File: src/rtl/lfsr_pkg.sv
// lfsr_pkg: shared FSM states, mode selectors and maximal-length tap masks
package lfsr_pkg;
    typedef enum logic [1:0] {ST_IDLE, ST_RUN, ST_DONE} fsm_e;
    localparam int MODE_FIB = 0;
    localparam int MODE_GAL = 1;
    localparam logic [3:0]  TAPS_4  = 4'b1001;
    localparam logic [7:0]  TAPS_8  = 8'hB8;
    localparam logic [15:0] TAPS_16 = 16'hB400;
    localparam logic [31:0] TAPS_32 = 32'h8020_0003;
endpackage

File: src/rtl/lfsr_gen_next.sv
// lfsr_next: combinational single LFSR step, Fibonacci or Galois
module lfsr_next
    import lfsr_pkg::*;
#(
    parameter int               WIDTH = 16,
    parameter logic [WIDTH-1:0] TAPS  = TAPS_16,
    parameter int               MODE  = MODE_FIB
) (
    input  logic [WIDTH-1:0] state_i,
    output logic [WIDTH-1:0] next_o
);
    // Galois folds taps in on a shifted-out one; Fibonacci shifts in the tap parity
    always_comb next_o = (MODE == MODE_GAL) ? ((state_i >> 1) ^ (state_i[0] ? TAPS : '0))
                                            : {state_i[WIDTH-2:0], ^(state_i & TAPS)};
endmodule

File: src/rtl/lfsr_gen.sv
// lfsr_gen: LFSR with free-running and counted burst stepping, seed load and lockup guard
module lfsr_gen
    import lfsr_pkg::*;
#(
    parameter int               WIDTH = 16,
    parameter logic [WIDTH-1:0] TAPS  = TAPS_16,
    parameter int               MODE  = MODE_FIB,
    parameter logic [WIDTH-1:0] SEED  = 1,
    parameter int               CNT_W = 16
) (
    input  logic             clk,
    input  logic             rst,
    input  logic             load,
    input  logic [WIDTH-1:0] seed_in,
    input  logic             enable,
    input  logic             start,
    input  logic [CNT_W-1:0] n_steps,
    output logic [WIDTH-1:0] state_out,
    output logic             bit_out,
    output logic             busy,
    output logic             done,
    output logic             lockup
);
    fsm_e             fsm_q;
    logic [WIDTH-1:0] state_q;
    logic [WIDTH-1:0] state_d;
    logic [WIDTH-1:0] step_val;
    logic [CNT_W-1:0] cnt_q;
    logic             done_q;
    logic             lockup_q;
    logic             step;

    lfsr_next #(.WIDTH(WIDTH), .TAPS(TAPS), .MODE(MODE)) u_next (
        .state_i (state_q),
        .next_o  (step_val)
    );

    // Load beats stepping; any all-zero candidate is replaced by SEED so the register never locks up
    always_comb begin
        step    = (fsm_q == ST_RUN) || ((fsm_q == ST_IDLE) && enable && !start);
        state_d = load ? ((seed_in == '0) ? SEED : seed_in)
                : step ? ((step_val == '0) ? SEED : step_val)
                : state_q;
    end

    // Control FSM: counted burst with registered done and lockup pulses
    always_ff @(posedge clk) begin
        if (rst) begin
            fsm_q    <= ST_IDLE;
            state_q  <= SEED;
            cnt_q    <= '0;
            done_q   <= 1'b0;
            lockup_q <= 1'b0;
        end else begin
            state_q  <= state_d;
            lockup_q <= load && (seed_in == '0);
            done_q   <= 1'b0;
            case (fsm_q)
                ST_IDLE: begin
                    if (start) begin
                        cnt_q  <= n_steps;
                        fsm_q  <= (n_steps == '0) ? ST_DONE : ST_RUN;
                        done_q <= (n_steps == '0);
                    end
                end
                ST_RUN: begin
                    cnt_q <= cnt_q - CNT_W'(1);
                    if (cnt_q == CNT_W'(1)) begin
                        fsm_q  <= ST_DONE;
                        done_q <= 1'b1;
                    end
                end
                default: fsm_q <= ST_IDLE;
            endcase
        end
    end

    assign state_out = state_q;
    assign bit_out   = state_q[0];
    assign busy      = (fsm_q == ST_RUN);
    assign done      = done_q;
    assign lockup    = lockup_q;
endmodule

File: config.mk
export PLATFORM = sky130hd
export DESIGN_NAME = lfsr_gen
export DESIGN_NICKNAME = d
export VERILOG_FILES = /design/src/rtl/lfsr_pkg.sv /design/src/rtl/lfsr_gen_next.sv /design/src/rtl/lfsr_gen.sv
export SDC_FILE = /design/constraint.sdc
export NUM_CORES = 1
export LEC_CHECK = 0
export BUFFER_PORTS_ARGS = -buffer_cell sky130_fd_sc_hd__buf_4
export CAP_MARGIN = 20
export CORE_ASPECT_RATIO = 2
export CORE_UTILIZATION = 53
export CTS_CLUSTER_SIZE = 16
export DETAILED_ROUTE_END_ITERATION = 8
export HOLD_SLACK_MARGIN = 0.02
export PLACE_DENSITY_LB_ADDON = 0.12
export SLEW_MARGIN = 20
export SYNTH_ARGS = -nofsm -noshare
export SYNTH_HDL_FRONTEND = slang
export SYNTH_SLANG_ARGS = --single-unit
File: constraint.sdc
create_clock -name clk -period 1.9 [get_ports clk]
set_clock_uncertainty 0.15 [all_clocks]
set_input_delay 0.19 -clock clk [delete_from_list [all_inputs] [get_ports clk]]
set_output_delay 0.19 -clock clk [all_outputs]
set_load 0.03 [all_outputs]
# After elaboration in Yosys (flattened, before gate mapping)
# Index checks and enable logic that the tools add are counted.
# word_totals
ff_bits	36
word_cells	37
# classes
n_addsub	1
n_reduce_logical	14
mux	13
n_eq_ne	4
# ops
op	n
$mux 16	5
$logic_not 16->1	3
$pmux 16 s2	1
$eq 16x1->1 const B	1
$reduce_xor 16->1	1
$sub 16x1->16 const B	1
$mux 2	3
$pmux 2 s2	1
$reduce_and 2->1	2
$reduce_bool 2->1	2
$logic_and 1x1->1	3
$eq 2x1->1 const B	1
$logic_not 2->1	1
$mux 1	2
$ne 2x1->1 const B	1
$ne 2x2->1 const B	1
$pmux 1 s2	1
$logic_not 1->1	1
$logic_or 1x1->1	1

# Logic depth before layout (Yosys ltp)
# logic_depth
word_depth	6
mapped_depth	6
depth_no_buf	6

# Modules after synthesis
# Synthesis repeated with hierarchy kept, for this count alone.
# hier_totals
hier_cells	263
hier_area_um2	2223.4
# modules_own_cells
mod	cells_per_inst	area_per_inst_um2	n_inst
lfsr_gen	245	2084.5	1
lfsr_next	18	138.9	1

# Worst setup path after synthesis
# OpenSTA, ideal clock, no wires.
# synth_timing
path_kind	register to register
startpoint	reg cnt_q[0]
endpoint	reg cnt_q[14]
stages_incl_launch_ff	7
required_time_ns	1.664
period_less_slack_ns	1.698
arrival_ns	1.462
setup_slack_ns	0.202
setup_ns	0.086
path_cell_list	dfxtp_1 inv_1 ha_1 nor3b_4 nand4_1 xor2_1 a221oi_2
# synth_between
elab_chain_len	2
# synth_lines
element	line	text
from (decl)	lfsr_gen.sv:28	logic [CNT_W-1:0] cnt_q;
from (signal assigned)	lfsr_gen.sv:61	cnt_q <= n_steps;
from (signal assigned)	lfsr_gen.sv:67	cnt_q <= cnt_q - CNT_W'(1);
$sub 16x1->16	lfsr_gen.sv:67	
$pmux 16 s2	lfsr_gen.sv:58	case (fsm_q)
# No other way between the ends.
# A chain may end at the register's enable or synchronous reset.

# Final worst setup path
# layout_timing
startpoint	reg cnt_q[0]
endpoint	reg cnt_q[12]
# The elaborated chain is that of the path after synthesis.

==> flow_metrics.py <==
metrics = {
    "cts": {
        "cts_tree": "built",
        "hold_buffers": 0,
        "cts_max_level": 2,
        "cts_buffers": 5,
        "path_clk_slew_ps": 70,
        "cts_max_path_buffers": 2,
        "numClockSinks": 36,
        "insertion_delay_ps": 290,
        "clockRootBuffer": "clkbuf_8",
        "cts_resized": 0,
    },
    "global_routing": {
        "grt.total_usage_pct": 29.4,
        "overflow": 0,
        "grt_pass1_wl_um": 9580,
        "grt_max_degree": 40,
        "grt_pass1_vias": 2199,
        "antenna_found_initial": 0,
    },
    "die": {
        "core_area_um2": 4090,
        "die_w_um": 48.2,
        "die_h_um": 94.5,
        "ios": 57,
        "rows": 33,
        "start_util_pct": 55.4,
        "dieArea_um2": 4560,
    },
    "worst_hold_path": {
        "hold_path_class": "primary input to flip-flop",
    },
    "layout": {
        "fillers": 343,
        "drive_above_1_share_pct": 31.7,
        "fin_area_um2": 2870,
        "multiInputGateArea_um2": 1370,
        "final_util_pct": 70.2,
        "seq_area_um2": 721,
        "fin_cells": 367,
        "diodes": 0,
        "syn_to_final_growth_pct": 26.7,
        "nets": 353,
    },
    "synthesis": {
        "yosysMostFrequentCell": "dfxtp_1",
        "syn_avg_cell_area_um2": 8.89,
        "synth.top_cells.by_count": "36 x dfxtp_1, 25 x nor3_1, 13 x a211oi_1, 13 x mux2i_1, 13 x nor4_1",
        "ys_warn_count": 0,
        "synth_cell_types": 53,
        "netlist_top_cells_area": "dfxtp_1 32%, mux2i_1 5.7%, nor3_1 5.5%",
        "synth_edf_count": 0,
        "synth_top_area_share_pct": 31.8,
        "synthArstFlopShare_pct": 0,
        "seq_area_frac_synth_pct": 31.8,
        "synth_nets": 294,
        "syn_area_um2": 2270,
        "syn_inst": 255,
        "yosys.area.top_type": "dfxtp_1",
        "synth-seq-cells": 36,
        "ys.flop_type": "dfxtp_1",
    },
    "sta": {
        "setup_viol": 0,
        "hold_slack_ps": 55.2,
        "worst_pin_slew_ps": 484,
        "rsz0062_at_grt": "false",
        "finalCriticalPeriod_ps": 1800,
        "setup-tns-final_ps": 0,
        "relSlewSlack_pct": 67.5,
        "period_share_pct": 94.8,
        "max_clock_freq_ghz": 0.555,
        "maxSlewViolCount": 0,
        "hold_violations": 0,
        "worst_slack_ps": 98.7,
    },
    "place": {
        "port_buffers": 56,
        "place_hpwl_um": 4940,
        "placed_cells": 358,
        "pre_cts_slack_ps": 86.8,
        "gp_congestion": 0.959,
        "placed_area_um2": 2760,
    },
    "routing": {
        "wl_per_cell_um": 17.7,
        "vias_per_cell": 6.41,
        "firstDrtPassIters": 4,
        "wl_um": 6480,
        "vias": 2353,
        "met3_length_um": 324,
        "ant_nets": 0,
        "wl_met1_um": 2180,
        "top_layer": "met4",
        "met2WireLength_um": 3730,
        "drt_iter0_drc": 49,
        "drc": 0,
    },
    "power_and_ir_drop": {
        "leakage_nw": 1.14,
        "powerDensity_nw_per_um2": 816,
        "ir_drop_mv": 0.884,
        "fin_total_pwr_mw": 2.34,
    },
    "setup_path": {
        "crit_required_ps": 1930,
        "critPathArrivalTime_ps": 1840,
        "cp-end-kind": "flip-flop",
        "worst_setup_path_start_kind": "flip-flop",
        "crit_type": "flip-flop to flip-flop",
        "path_max_fanout": 9,
    },
    "run_status": {
        "status": "finished, final reports clean",
    },
    "run": {
        "drv_cap": 0,
    },
}
[final timing paths]
check / start / end / slack (ps) / depth (start not counted)
worst min-delay path: seed_in[6] / lockup / 60 / 4
worst max register to register: cnt_q[0] / cnt_q[12] / 100 / 7
worst min register to register: cnt_q[14] / cnt_q[14] / 360 / 2
worst max-delay path: cnt_q[0] / cnt_q[12] / 100 / 7
[state kept, by name, indices dropped and copies added (netlist names)]
name / flops
cnt_q: 16
state_out: 16
fsm_q: 2
done: 1
lockup: 1
[placed cells by master, fill, tap and decap left out, types with 6 or more instances in the layout]
master | netlist | final
dfxtp_1 | 36 | 36
nor4_1 | 13 | 13
o211ai_1 | 6 | 6
a211oi_2 | 8 | 8
mux2i_1 | 13 | 13
buf_4 | 1 | 75
a21oi_1 | 6 | 6
nand4_1 | 8 | 8
nor2_1 | 9 | 9
nor3_1 | 25 | 25
inv_1 | 11 | 11
a211oi_1 | 13 | 13
nand2_1 | 9 | 9
[worst max-delay path: stages, from the launching register on]
cell and delay (ps):
dfxtp_1 330, inv_1 70, ha_1 180, nor3b_4 180, buf_4 200, nand4_1 130, o311a_1 160, nor4_1 290
[timing repair]
action                                  CTS  global route
setup buffers                             0             1
endpoints found under the setup margin    0             2
endpoints found under the hold margin     0             0
[logic make-up after synthesis]
group | share of synthesized area [%]
buf+inv | 7.79
mux | 5.74
compound gates | 26.7
fa+ha+maj | 1.10
flops | 31.8
simple gates | 23.7
xor+xnor | 3.09
[report_power, final]
group	leakage (nW)	internal [mW]	switching (mW)
logic	0.783	0.332	0.416
clock network	0.0552	0.389	0.275
registers	0.298	0.828	0.100
total	1.14	1.55	0.791
[routing by layer]
layer	up-vias	GRT usage, %
li1	1108	-
met1	1119	24.9
met2	105	58.8
met3	21	2.87
met4	0	14.1
met5	-	0
[layout make-up]
type / instances / share of cell area (%)
Timing Repair Buffer: 75 / 19.6
Tap cell: 52 / 2.27
Clock buffer: 6 / 2.53
Multi-Input combinational cell: 184 / 47.7
Clock inverter: 2 / 1.22
Inverter: 12 / 1.57
Sequential cell: 36 / 25.1
Note: power is estimated with default switching activity, not from simulation.
